`config.mk`:
```
export PLATFORM = sky130hd
export DESIGN_NAME = rv64g_l2_dir_ctrl
export DESIGN_NICKNAME = d
export VERILOG_FILES = /design/src/rtl/rv64g_l2_pkg.sv /design/src/rtl/rv64g_l2_dir_update.sv /design/src/rtl/rv64g_l2_dir_ctrl.sv
export SDC_FILE = /design/constraint.sdc
export NUM_CORES = 1
export LEC_CHECK = 0
export ABC_CLOCK_PERIOD_IN_PS = 4460
export BUFFER_PORTS_ARGS = -buffer_cell sky130_fd_sc_hd__buf_2
export CORE_MARGIN = 2
export CORE_UTILIZATION = 39
export CTS_CLUSTER_DIAMETER = 50
export DETAILED_ROUTE_END_ITERATION = 12
export HOLD_SLACK_MARGIN = 0.08
export PLACE_DENSITY = 0.77
export SLEW_MARGIN = 20
export SYNTH_ARGS = -nofsm -noshare
export SYNTH_HDL_FRONTEND = slang
export SYNTH_SLANG_ARGS = --single-unit
export TNS_END_PERCENT = 1
```
`constraint.sdc`:
```
create_clock -name clk -period 4.46 [get_ports clk]
set_input_delay 0.446 -clock clk [delete_from_list [all_inputs] [get_ports clk]]
set_output_delay 0.446 -clock clk [all_outputs]
set_load 0.005 [all_outputs]
```
`src/rtl/rv64g_l2_pkg.sv`:
```
// Shared definitions for the L2 directory controller: op codes, FSM states
// and the field layout of a packed directory entry.
package rv64g_l2_pkg;

  typedef enum logic [2:0] {
    DIR_OP_ALLOC      = 3'd0,
    DIR_OP_ADD_SHARER = 3'd1,
    DIR_OP_SET_OWNER  = 3'd2,
    DIR_OP_REMOVE     = 3'd3,
    DIR_OP_INVAL      = 3'd4
  } dir_op_e;

  typedef enum logic [1:0] {
    DIR_INIT,
    DIR_IDLE,
    DIR_RMW
  } dir_state_e;

  // Packed entry, LSB first: valid, sharers, owner_valid, owner_id, dirty.
  localparam int ENTRY_OFF_VALID   = 0;
  localparam int ENTRY_OFF_SHARERS = 1;

  function automatic int entry_off_owner_valid(int cores);
    return 1 + cores;
  endfunction

  function automatic int entry_off_owner_id(int cores);
    return 2 + cores;
  endfunction

  function automatic int entry_off_dirty(int cores, int cid_w);
    return 2 + cores + cid_w;
  endfunction

endpackage

```
`src/rtl/rv64g_l2_dir_update.sv`:
```
// Pure combinational directory-entry update: old entry plus operation gives
// the new entry and an error flag for illegal ops or failed preconditions.
module rv64g_l2_dir_update
  import rv64g_l2_pkg::*;
#(
  parameter int CORES = 4,
  parameter int CID_W = 2
) (
  input  logic             e_valid,
  input  logic [CORES-1:0] e_sharers,
  input  logic             e_owner_valid,
  input  logic [CID_W-1:0] e_owner_id,
  input  logic             e_dirty,
  input  logic [2:0]       op,
  input  logic [CID_W-1:0] core,
  input  logic             dirty,
  output logic             n_valid,
  output logic [CORES-1:0] n_sharers,
  output logic             n_owner_valid,
  output logic [CID_W-1:0] n_owner_id,
  output logic             n_dirty,
  output logic             err
);

  logic [CORES-1:0] core_bit;
  logic             owned_by_core;

  assign core_bit      = {{(CORES-1){1'b0}}, 1'b1} << core;
  assign owned_by_core = e_owner_valid && (e_owner_id == core);

  always_comb begin
    n_valid       = e_valid;
    n_sharers     = e_sharers;
    n_owner_valid = e_owner_valid;
    n_owner_id    = e_owner_id;
    n_dirty       = e_dirty;
    err           = 1'b0;
    case (op)
      DIR_OP_ALLOC: begin
        n_valid       = 1'b1;
        n_sharers     = '0;
        n_owner_valid = 1'b0;
        n_owner_id    = '0;
        n_dirty       = 1'b0;
      end
      DIR_OP_ADD_SHARER: begin
        // An owner asking to share demotes itself to the sole sharer.
        if (e_owner_valid && !owned_by_core) begin
          err = 1'b1;
        end else if (owned_by_core) begin
          n_valid       = 1'b1;
          n_owner_valid = 1'b0;
          n_dirty       = 1'b0;
          n_sharers     = core_bit;
        end else begin
          n_valid   = 1'b1;
          n_sharers = e_sharers | core_bit;
        end
      end
      DIR_OP_SET_OWNER: begin
        n_valid       = 1'b1;
        n_owner_valid = 1'b1;
        n_owner_id    = core;
        n_sharers     = '0;
        n_dirty       = dirty;
      end
      DIR_OP_REMOVE: begin
        n_sharers = e_sharers & ~core_bit;
        if (owned_by_core) begin
          n_owner_valid = 1'b0;
          n_dirty       = 1'b0;
        end
      end
      DIR_OP_INVAL: begin
        n_valid       = 1'b0;
        n_sharers     = '0;
        n_owner_valid = 1'b0;
        n_owner_id    = '0;
        n_dirty       = 1'b0;
      end
      default: err = 1'b1;
    endcase
  end

endmodule

```
`src/rtl/rv64g_l2_dir_ctrl.sv`:
```
// L2 directory controller: post-reset invalidation sweep, then round-robin
// arbitration of two requesters with one read-modify-write per grant.
module rv64g_l2_dir_ctrl
  import rv64g_l2_pkg::*;
#(
  parameter  int SETS    = 256,
  parameter  int WAYS    = 16,
  parameter  int CORES   = 4,
  localparam int SET_W   = $clog2(SETS),
  localparam int WAY_W   = $clog2(WAYS),
  localparam int CID_W   = $clog2(CORES),
  localparam int ENTRY_W = 3 + CORES + CID_W
) (
  input  logic                    clk,
  input  logic                    rst_n,
  output logic                    init_done_o,
  input  logic [1:0]              req_valid_i,
  output logic [1:0]              req_ready_o,
  input  logic [2*SET_W-1:0]      req_set_i,
  input  logic [2*WAY_W-1:0]      req_way_i,
  input  logic [5:0]              req_op_i,
  input  logic [2*CID_W-1:0]      req_core_i,
  input  logic [1:0]              req_dirty_i,
  output logic                    rsp_valid_o,
  output logic                    rsp_id_o,
  output logic                    rsp_err_o,
  output logic [ENTRY_W-1:0]      rsp_prev_o,
  output logic [SET_W-1:0]        dir_rd_set_o,
  input  logic [WAYS-1:0]         dir_rd_valid_i,
  input  logic [WAYS*CORES-1:0]   dir_rd_sharers_i,
  input  logic [WAYS-1:0]         dir_rd_owner_valid_i,
  input  logic [WAYS*CID_W-1:0]   dir_rd_owner_id_i,
  input  logic [WAYS-1:0]         dir_rd_dirty_i,
  output logic                    dir_we_o,
  output logic [SET_W-1:0]        dir_wr_set_o,
  output logic [WAY_W-1:0]        dir_wr_way_o,
  output logic                    dir_wr_valid_o,
  output logic [CORES-1:0]        dir_wr_sharers_o,
  output logic                    dir_wr_owner_valid_o,
  output logic [CID_W-1:0]        dir_wr_owner_id_o,
  output logic                    dir_wr_dirty_o
);

  localparam int IDX_W    = SET_W + WAY_W;
  localparam int OFF_OV   = entry_off_owner_valid(CORES);
  localparam int OFF_OID  = entry_off_owner_id(CORES);
  localparam int OFF_DRTY = entry_off_dirty(CORES, CID_W);
  localparam logic [IDX_W-1:0] LAST_IDX = IDX_W'(SETS * WAYS - 1);

  dir_state_e       state_q, state_d;
  logic [IDX_W-1:0] idx_q;
  logic             armed_q;
  logic             rr_q;
  logic [1:0]       grant;
  logic             hs;
  logic             hs_id;
  logic [SET_W-1:0] set_q;
  logic [WAY_W-1:0] way_q;
  logic [2:0]       op_q;
  logic [CID_W-1:0] core_q;
  logic             dirty_q;
  logic             id_q;

  logic             e_valid, e_owner_valid, e_dirty;
  logic [CORES-1:0] e_sharers;
  logic [CID_W-1:0] e_owner_id;
  logic             n_valid, n_owner_valid, n_dirty, upd_err;
  logic [CORES-1:0] n_sharers;
  logic [CID_W-1:0] n_owner_id;

  always_comb begin
    grant = 2'b00;
    if (state_q == DIR_IDLE) begin
      if (req_valid_i == 2'b11) grant = rr_q ? 2'b10 : 2'b01;
      else                      grant = req_valid_i;
    end
  end

  assign req_ready_o = grant;
  assign hs          = |grant;
  assign hs_id       = grant[1];

  assign e_valid       = dir_rd_valid_i[way_q];
  assign e_sharers     = dir_rd_sharers_i[int'(way_q)*CORES +: CORES];
  assign e_owner_valid = dir_rd_owner_valid_i[way_q];
  assign e_owner_id    = dir_rd_owner_id_i[int'(way_q)*CID_W +: CID_W];
  assign e_dirty       = dir_rd_dirty_i[way_q];

  rv64g_l2_dir_update #(.CORES(CORES), .CID_W(CID_W)) u_update (
    .e_valid       (e_valid),
    .e_sharers     (e_sharers),
    .e_owner_valid (e_owner_valid),
    .e_owner_id    (e_owner_id),
    .e_dirty       (e_dirty),
    .op            (op_q),
    .core          (core_q),
    .dirty         (dirty_q),
    .n_valid       (n_valid),
    .n_sharers     (n_sharers),
    .n_owner_valid (n_owner_valid),
    .n_owner_id    (n_owner_id),
    .n_dirty       (n_dirty),
    .err           (upd_err)
  );

  always_ff @(posedge clk or negedge rst_n) begin
    if (!rst_n) state_q <= DIR_INIT;
    else        state_q <= state_d;
  end

  // armed_q holds the sweep off for the reset-release cycle so its first
  // write lands one cycle after rst_n rises.
  always_ff @(posedge clk or negedge rst_n) begin
    if (!rst_n) begin
      armed_q <= 1'b0;
      idx_q   <= '0;
      rr_q    <= 1'b0;
      set_q   <= '0;
      way_q   <= '0;
      op_q    <= '0;
      core_q  <= '0;
      dirty_q <= 1'b0;
      id_q    <= 1'b0;
    end else begin
      armed_q <= 1'b1;
      if (state_q == DIR_INIT && armed_q) idx_q <= idx_q + 1'b1;
      if (hs) begin
        rr_q    <= ~hs_id;
        id_q    <= hs_id;
        set_q   <= req_set_i[hs_id*SET_W +: SET_W];
        way_q   <= req_way_i[hs_id*WAY_W +: WAY_W];
        op_q    <= req_op_i[hs_id*3 +: 3];
        core_q  <= req_core_i[hs_id*CID_W +: CID_W];
        dirty_q <= req_dirty_i[hs_id];
      end
    end
  end

  always_comb begin
    state_d              = state_q;
    dir_we_o             = 1'b0;
    dir_wr_set_o         = '0;
    dir_wr_way_o         = '0;
    dir_wr_valid_o       = 1'b0;
    dir_wr_sharers_o     = '0;
    dir_wr_owner_valid_o = 1'b0;
    dir_wr_owner_id_o    = '0;
    dir_wr_dirty_o       = 1'b0;
    rsp_valid_o          = 1'b0;
    rsp_id_o             = 1'b0;
    rsp_err_o            = 1'b0;
    rsp_prev_o           = '0;
    case (state_q)
      DIR_INIT: begin
        dir_we_o     = armed_q;
        dir_wr_set_o = idx_q[IDX_W-1:WAY_W];
        dir_wr_way_o = idx_q[WAY_W-1:0];
        if (armed_q && idx_q == LAST_IDX) state_d = DIR_IDLE;
      end
      DIR_IDLE: begin
        if (hs) state_d = DIR_RMW;
      end
      DIR_RMW: begin
        dir_we_o                                 = ~upd_err;
        dir_wr_set_o                             = set_q;
        dir_wr_way_o                             = way_q;
        dir_wr_valid_o                           = n_valid;
        dir_wr_sharers_o                         = n_sharers;
        dir_wr_owner_valid_o                     = n_owner_valid;
        dir_wr_owner_id_o                        = n_owner_id;
        dir_wr_dirty_o                           = n_dirty;
        rsp_valid_o                              = 1'b1;
        rsp_id_o                                 = id_q;
        rsp_err_o                                = upd_err;
        rsp_prev_o[ENTRY_OFF_VALID]              = e_valid;
        rsp_prev_o[ENTRY_OFF_SHARERS +: CORES]   = e_sharers;
        rsp_prev_o[OFF_OV]                       = e_owner_valid;
        rsp_prev_o[OFF_OID +: CID_W]             = e_owner_id;
        rsp_prev_o[OFF_DRTY]                     = e_dirty;
        state_d                                  = DIR_IDLE;
      end
      default: state_d = DIR_INIT;
    endcase
  end

  assign init_done_o  = (state_q != DIR_INIT);
  assign dir_rd_set_o = set_q;

endmodule

```
; Word-level counts from Yosys, hierarchy flattened
; Cells that the tools add are included.
[op_classes]
add_sub_neg = 1
n_mul = 1
magnitude_cmp = 2
n_eq_ne = 11
shift = 7
mux = 40
n_bitwise = 5
reduce_logical = 14
[op_table]
columns = op, n
row1 = 64-bit by 7-bit indexed part select with 4-bit output, 1
row2 = 32-bit by 6-bit indexed part select with 2-bit output, 1
row3 = 1-bit 2-to-1 mux, 17
row4 = 8-bit case mux with 2 select lines, 1
row5 = 16-bit by 5-bit indexed part select with 8-bit output, 1
row6 = "12-bit by 1-bit adder with 12-bit output, second input constant", 1
row7 = 1-bit binary-select mux with 4-bit select, 3
row8 = "12-bit == test, second input constant", 1
row9 = 2-bit 2-to-1 mux, 6
row10 = 4-bit 2-to-1 mux, 3
row11 = 4-bit case mux with 3 select lines, 1
row12 = 9-bit 2-to-1 mux, 1
row13 = 1-bit case mux with 4 select lines, 2
row14 = 4-bit case mux with 2 select lines, 1
row15 = 8-bit by 4-bit indexed part select with 4-bit output, 1
row16 = "3-bit by 2-bit == test with 1-bit output, second input constant", 2
row17 = 2-bit case mux with 3 select lines, 1
row18 = 2-bit OR reduction, 3
row19 = 6-bit by 4-bit indexed part select with 3-bit output, 1
row20 = "4-bit by 5-bit < comparator with 1-bit output, second input constant", 1
row21 = 4-bit AND, 1
row22 = "2-bit == test, second input constant", 2
row23 = 1-bit logical AND, 4
row24 = 4-bit NOT, 1
row25 = 22 further kinds, 24
[word_totals]
register_bits = 35
in_bits = 184
out_inout_bits = 45
wordCells = 91

; Depth between registers and ports, before layout
; Gate-level depths: netlist of the first run.
[depth]
ltp_word = 9
ltp_mapped = 8

; By module
; A second synthesis of the first run with hierarchy kept.
[hier_totals]
cells_unflattened = 335
area_unflattened_um2 = 3357.0
[modules_own_cells]
columns = mod, instances, cells_per_inst, area_per_inst_um2
row1 = rv64g_l2_dir_ctrl, 1, 286, 2996.6
row2 = rv64g_l2_dir_update, 1, 49, 360.3

; Worst setup path after synthesis of the first run
; No wires, ideal clock.
[synth_timing]
path_type = reg-to-output
startpoint = register way_q[1]
endpoint = output dir_wr_valid_o
arrival_time_ns = 2.181
required_time_ns = 4.014
slack_ns = 1.833
path_stages_with_launch = 9
n_path_buf = 3
path_cell_list = dfrtp_1 -> buf_2 -> buf_2 -> clkbuf_1 -> mux4_2 -> mux4_2 -> o21ai_0 -> a21oi_1 -> a21o_1
[synth_between]
elab_chain_cells = 8
elab_cells_between_ends = 12
[synth_lines]
columns = item, line
row1 = start: declaration, rv64g_l2_dir_ctrl.sv:58  ; logic [WAY_W-1:0] way_q;
row2 = start signal: assignment, rv64g_l2_dir_ctrl.sv:131  ; way_q <= req_way_i[hs_id*WAY_W +: WAY_W];
row3 = 32-bit by 6-bit indexed part select with 2-bit output or 1-bit binary-select mux with 4-bit select (tied branches), "rv64g_l2_dir_ctrl.sv:86, rv64g_l2_dir_ctrl.sv:85"
row4 = 2-bit == test or 1-bit 2-to-1 mux (tied branches), "rv64g_l2_dir_update.sv:29, rv64g_l2_dir_ctrl.sv:85"
row5 = 1-bit logical AND, rv64g_l2_dir_update.sv:29  ; assign owned_by_core = e_owner_valid && (e_owner_id == core);
row6 = 1-bit logical NOT, rv64g_l2_dir_update.sv:48  ; if (e_owner_valid && !owned_by_core) begin
row7 = 1-bit logical AND, rv64g_l2_dir_update.sv:48
row8 = 1-bit 2-to-1 mux, rv64g_l2_dir_update.sv:48
row9 = 1-bit case mux with 3 select lines *, rv64g_l2_dir_update.sv:38  ; case (op)
row10 = 1-bit 2-to-1 mux *, rv64g_l2_dir_ctrl.sv:153  ; case (state_q)
row11 = end: declaration, rv64g_l2_dir_ctrl.sv:37  ; output logic dir_wr_valid_o,
; Mark *: on every way between the ends. The rest lies on a longest branch, timed or not. The select of a mux whose other input is x is not followed.

; Final worst setup path of the first run
[layout_timing]
startpoint = register way_q[0]
endpoint = output dir_wr_sharers_o[3]
[layout_between]
elab_chain_cells = 8
elab_cells_between_ends = 14
[layout_lines]
columns = item, line
row1 = 32-bit by 6-bit indexed part select with 2-bit output or 1-bit binary-select mux with 4-bit select (tied branches), "rv64g_l2_dir_ctrl.sv:86, rv64g_l2_dir_ctrl.sv:85"
row2 = 2-bit == test or 1-bit 2-to-1 mux (tied branches), "rv64g_l2_dir_update.sv:29, rv64g_l2_dir_ctrl.sv:85"
row3 = 1-bit logical AND, rv64g_l2_dir_update.sv:29
row4 = 1-bit logical NOT, rv64g_l2_dir_update.sv:48
row5 = 1-bit logical AND, rv64g_l2_dir_update.sv:48
row6 = 4-bit 2-to-1 mux, rv64g_l2_dir_update.sv:48
row7 = 4-bit case mux with 3 select lines *, rv64g_l2_dir_update.sv:38
row8 = 4-bit 2-to-1 mux *, rv64g_l2_dir_ctrl.sv:153
row9 = end: declaration, rv64g_l2_dir_ctrl.sv:38  ; output logic [CORES-1:0] dir_wr_sharers_o,
; Marks and branches as above.

==> results_dict.tcl, run 1 <==
set metrics [dict create \
    drt-pass1-iter-count 6 \
    fp.coreArea_um2 8220 \
    cp_num_buf_inv 2 \
    hold_class "primary input to async pin" \
    htreeDepth 2 \
    grt_max_degree 36 \
    cts-root-buf "clkbuf_8" \
    r2r_start "state_q[1]" \
    slew_violations 0 \
    ys_seq_elements 35 \
    end_kind "output pin" \
    final_layout_size_suffix_gt1_share_pct 55.7 \
    drt_iter0_markers 296 \
    hold_viol 0 \
    ys_warn_count 0 \
    synth_cell_type_count 45 \
    tritoncts "done" \
    num_vias 3422 \
    layout_commonest_cell "buf_2" \
    max_freq_mhz 276 \
    start_util_pct 40.3 \
    final_cell_mix "buf_2 (228), mux4_2 (38), dfrtp_1 (34), mux2i_1 (32), nor2_1 (26)" \
    drt-total-wl_um 10800 \
    grt_overflow_total 0 \
    cts_sinks 35 \
    slowest_delay_ns 0.71 \
    crit_chain "buf_4 > mux2i_1 > mux4_2 > mux2i_2 > a221oi_4 > o21ai_1 > a22o_1 > buf_2" \
    clkTransAtPathRegs_ns 0.07 \
    post_cts_buffers 0 \
    postRouteAntennaNets 0 \
    ir_drop_v 0.000208 \
    p_leak_uw 0.00236 \
    grt_pass1_vias 3467 \
    clkPwrFrac_pct 10.4 \
    tns_ns 0 \
    setup_slack_ns 0.832 \
    crit_type "register to output pin" \
    seq_area_um2 877 \
    internal-power_uw 1500 \
    rows 33 \
    syn_to_final_growth_pct 38.5 \
    wl_per_cell_um 17.3 \
    hpwlAfterDp_um 8770 \
    portBuffers 228 \
    cts_buffers 5 \
    final_cells 627 \
    place.gp.congestion 0.816 \
    slowest_stage "dfrtp_2" \
    die_h_um 96.2 \
    synth_cells 310 \
    ioPinCount 229 \
    die_x_um 96.2 \
    pre_cts_ws_ns 1.12 \
    seq_area_frac_synth_pct 26.4 \
    outcome "completed" \
    p_sw_uw 1130 \
    path_delay_family "multiplexers" \
    grt_setup_unrepaired "false" \
    multiInputGateArea_um2 2200 \
    power_frac_seq_pct 27.9 \
    dieArea_um2 9240 \
    post-route-period-util_pct 81.3 \
    track_usage_pct 23.7 \
    max_cap_viol_count 0 \
    fillers 729 \
    fin_crit_ns 3.63 \
    cts_hold_buf 0 \
    synth-edff-count 0 \
    startpoint "way_q[0]" \
    avgSynthCellArea_um2 10.7 \
    cts.repair.resized 0 \
    nets 706 \
    cp.required_ns 4.01 \
    combPwrFrac_pct 61.8 \
    antenna_found_initial 2 \
    setup_viol_count_final 0 \
    worst_slew_pin_slew_ns 0.837 \
    worstPathArrival_ns 3.18 \
    critical_path.max_fanout 27 \
    async_flop_share_pct 100 \
    syn_nets 495 \
    startpoint_type "register" \
    clock_path_buffers 2 \
    placed_cells 619 \
    powerDensity_nw_per_um2 572 \
    fin_skew_ns 0.0102 \
    synthFlopType "dfrtp_1" \
    finalPower_uw 2620 \
    vias_per_cell 5.46 \
    syn-cell-area_um2 3310 \
    sw_frac_of_total_pct 42.9 \
    route.detailed.drc 0 \
    clk_latency_ns 0.28 \
    relSlewSlack_pct 44.2 \
    grt_pass1_wl_um 16800 \
]
## per-stage QoR
stage                     utilization [%]  area, um2  hold WS (ns)
after global routing                 55.8       4590         0.291
final                                55.8       4590         0.241
after floorplan                         -       3310         0.150
after detailed placement             54.6       4480         0.490
after global placement               54.6       4480         0.482
after CTS                            55.8       4590         0.265
## path summary, 6_finish.rpt
path                                       end  slack [ns]  depth (start not counted)
max                        dir_wr_sharers_o[3]        0.83                          8
min                            dir_rd_set_o[7]        0.24                          1
max reg2reg                           way_q[3]        2.14                          6
min reg2reg                           idx_q[5]        0.50                          1
max in group asynchronous             way_q[0]        3.67                          1
min in group clk               dir_rd_set_o[7]        0.37                          3
## cell type report
| type | count | area share, % |
|---|---|---|
| diodes | 1 | 0.0545 |
| well taps | 105 | 2.86 |
| flip-flops and latches | 35 | 19.1 |
| clock inverters | 1 | 0.654 |
| multi-input cells | 221 | 48.0 |
| inverters | 25 | 2.05 |
| clock buffers | 6 | 1.58 |
| repair buffers | 233 | 25.7 |
## flip-flops by register name (all words and copies together) (netlist names)
register and count:
dir_rd_set_o 8, dirty_q 1, way_q 4, rr_q 1
id_q 1, idx_q 12, armed_q 1, op_q 3
state_q 2, core_q 2
## power groups by stage
stage | Combinational, uW | Clock, uW | Sequential (uW)
after floorplan | 1380 | 0 | 523
after global placement | 1590 | 0 | 733
after detailed placement | 1630 | 0 | 739
after CTS | 1640 | 277 | 734
after global routing | 1790 | 292 | 768
final | 1620 | 272 | 731
## logic make-up after synthesis
| kind of cell | share of synthesized area [%] |
|---|---|
| simple gates | 12.0 |
| mux | 37.8 |
| compound gates | 13.3 |
| buf+inv | 7.06 |
| flops | 26.4 |
| xor+xnor | 2.91 |
| fa+ha+maj | 0.378 |
| other cells | 0.113 |
## cell usage after synthesis (2+ instances only)
library cell  count  area [um2]
mux4_2           38         856
dfrtp_1          35         876
mux2i_1          32         320
nor2_1           26        97.6
inv_1            25        93.8
clkbuf_1         20        75.1
a222oi_1         18         180
nand2_1          16        60.1
o21ai_0          10        50.1
and2_1            8        50.1
xnor2_1           7        61.3
a21oi_1           6        30.0
nor2b_1           5        31.3
nor3_1            5        25.0
o21ai_1           5        25.0
a22o_1            4        35.0
buf_2             4        20.0
nand2b_1          4        25.0
xor2_1            4        35.0
a32o_1            3        30.0
buf_6             3        33.8
mux2_2            3        33.8
nand4_1           3        18.8
a22oi_1           2        15.0
and3_1            2        12.5
mux2i_2           2        27.5
nand3_1           2        10.0
## worst reg2reg max path, cell delays in order, from the launching register on
cell and delay, ns:
dfrtp_1 0.68, nor2b_1 0.39, nand2_1 0.12, a21oi_1 0.55, buf_4 0.30, a222oi_1 0.11, inv_1 0.10
## metal layers
metal	track usage (%)	part of all wire (%)	wire length (um)	vias up
li1	-	-	-	1613
met5	0	0.10	11	-
met1	30.2	40	4360	1620
met3	6.58	8.7	938	22
met4	5.83	1.5	161	2
met2	39.8	49	5350	165
No activity file was read; power rests on OpenSTA's default activity.
==> run 2, diff against run 1 <==
--- a/config.mk
+++ b/config.mk
@@ -5,7 +5,7 @@
 export SDC_FILE = /design/constraint.sdc
 export NUM_CORES = 1
 export LEC_CHECK = 0
-export ABC_CLOCK_PERIOD_IN_PS = 4460
+export ABC_CLOCK_PERIOD_IN_PS = 3600
 export BUFFER_PORTS_ARGS = -buffer_cell sky130_fd_sc_hd__buf_2
 export CORE_MARGIN = 2
 export CORE_UTILIZATION = 39
==> constraint.sdc (replaced) <==
create_clock -name clk -period 3.6 [get_ports clk]
set_input_delay 0.36 -clock clk [delete_from_list [all_inputs] [get_ports clk]]
set_output_delay 0.36 -clock clk [all_outputs]
set_load 0.005 [all_outputs]
==> run 2 against run 1 <==
Against the previous run:
- clock power rose by 8.1%
- sequential share of layout area fell by 0.078 points
- non-clock buffer count rose by 2
- critical endpoint is now dir_wr_sharers_o[0]
- flip-flop and latch count did not move
- routed wire length rose by 3.4%
- critical path depth did not move
==> results_dict.tcl, run 2 (same netlist as run 1, synthesis figures left out) <==
set metrics [dict create \
    slew_violations 0 \
    max_cap_viol_count 0 \
    worstPathArrival_ns 2.85 \
    cts_sinks 35 \
    setup_viol_count_final 0 \
    tritoncts "done" \
    crit_chain "buf_12 > mux2i_1 > mux4_2 > mux2i_2 > a221oi_4 > o21ai_1 > a32o_1 > buf_2" \
    die_x_um 96.2 \
    relSlewSlack_pct 42.0 \
    ioPinCount 229 \
    final_layout_size_suffix_gt1_share_pct 55.9 \
    crit_type "register to output pin" \
    start_util_pct 40.3 \
    layout_commonest_cell "buf_2" \
    hold_viol 0 \
    grt_pass1_vias 3495 \
    fillers 741 \
    portBuffers 228 \
    clkTransAtPathRegs_ns 0.07 \
    drt-total-wl_um 11200 \
    grt_setup_unrepaired "false" \
    fin_crit_ns 3.21 \
    powerDensity_nw_per_um2 706 \
    fp.coreArea_um2 8220 \
    grt_overflow_total 0 \
    postRouteAntennaNets 0 \
    slowest_stage "dfrtp_2" \
    startpoint_type "register" \
    largest-register "idx_q" \
    fin_hold_ws_ns 0.142 \
    route.detailed.drc 0 \
    dieArea_um2 9240 \
    num_vias 3477 \
    syn_to_final_growth_pct 39.1 \
    hold_class "primary input to async pin" \
    p_leak_uw 0.00237 \
    final_cells 631 \
    fin_skew_ns 0.00542 \
    path_delay_family "multiplexers" \
    max_freq_mhz 312 \
    ir_drop_v 0.000278 \
    seq_area_um2 877 \
    critical_path.max_fanout 36 \
    outcome "completed" \
    final_cell_mix "buf_2 (228), mux4_2 (38), dfrtp_1 (34), mux2i_1 (32), nor2_1 (26)" \
    clk_latency_ns 0.29 \
    largest_register_ffs 12 \
    end_kind "output pin" \
    hpwlAfterDp_um 9010 \
    slowest_delay_ns 0.56 \
    grt_pass1_wl_um 17500 \
    track_usage_pct 24.7 \
    post-route-period-util_pct 89.1 \
    post_cts_buffers 0 \
    worst_slew_pin_slew_ns 0.869 \
    placed_cells 621 \
    multiInputGateArea_um2 2200 \
    place.gp.congestion 0.848 \
    wl_per_cell_um 17.7 \
    tns_ns 0 \
    htreeDepth 2 \
    cts.repair.resized 0 \
    cts_buffers 5 \
    cp_num_buf_inv 2 \
    drt_iter0_markers 213 \
    cts_hold_buf 0 \
    die_h_um 96.2 \
    antenna_found_initial 2 \
    vias_per_cell 5.51 \
    rows 33 \
    drt-pass1-iter-count 5 \
    grt_max_degree 37 \
    cp.required_ns 3.24 \
    cts-root-buf "clkbuf_8" \
    clock_path_buffers 2 \
    nets 708 \
]
run 2: stage by stage:
step	cell area (um2)	power (uW)	worst slack, ns	util, %
3_3_place_gp	4510	2900	0.769	54.9
4_1_cts	4600	3270	0.368	56.0
6_report	4610	3250	0.394	56.1
3_5_place_dp	4510	2970	0.687	54.9
5_1_grt	4600	3510	0.175	56.0
2_1_floorplan	3310	2360	1.06	-
run 2: worst paths after layout:
path,start,end,slack (ns),cells after the start
setup / recovery,way_q[0],dir_wr_sharers_o[0],0.39,8
hold / removal,rst_n,dir_rd_set_o[3],0.14,1
setup reg to reg,state_q[0],dir_rd_set_o[1],1.36,6
hold reg to reg,idx_q[8],idx_q[8],0.50,1
max in group asynchronous,rst_n,way_q[0],2.91,1
min in group clk,req_op_i[1],op_q[1],0.28,3
run 2: final cells by class:
| type | count | area share, % |
|---|---|---|
| inverters | 25 | 2.04 |
| well taps | 105 | 2.85 |
| multi-input cells | 221 | 47.8 |
| clock buffers | 7 | 1.87 |
| repair buffers | 235 | 26.2 |
| diodes | 2 | 0.109 |
| clock inverters | 1 | 0.109 |
| flip-flops and latches | 35 | 19.0 |
run 2: where the power goes:
group	switching, uW	leakage [uW]	internal [uW]
Sequential	302	0.000441	545
Clock	140	0.0000482	154
Combinational	977	0.00188	1130
run 2: per-layer routing:
metal	up-vias	wire (um)	global-route usage (%)
li1	1613	-	-
met1	1654	4380	30.4
met2	180	5450	40.3
met3	28	1150	9.48
met4	2	198	6.90
met5	-	12	0
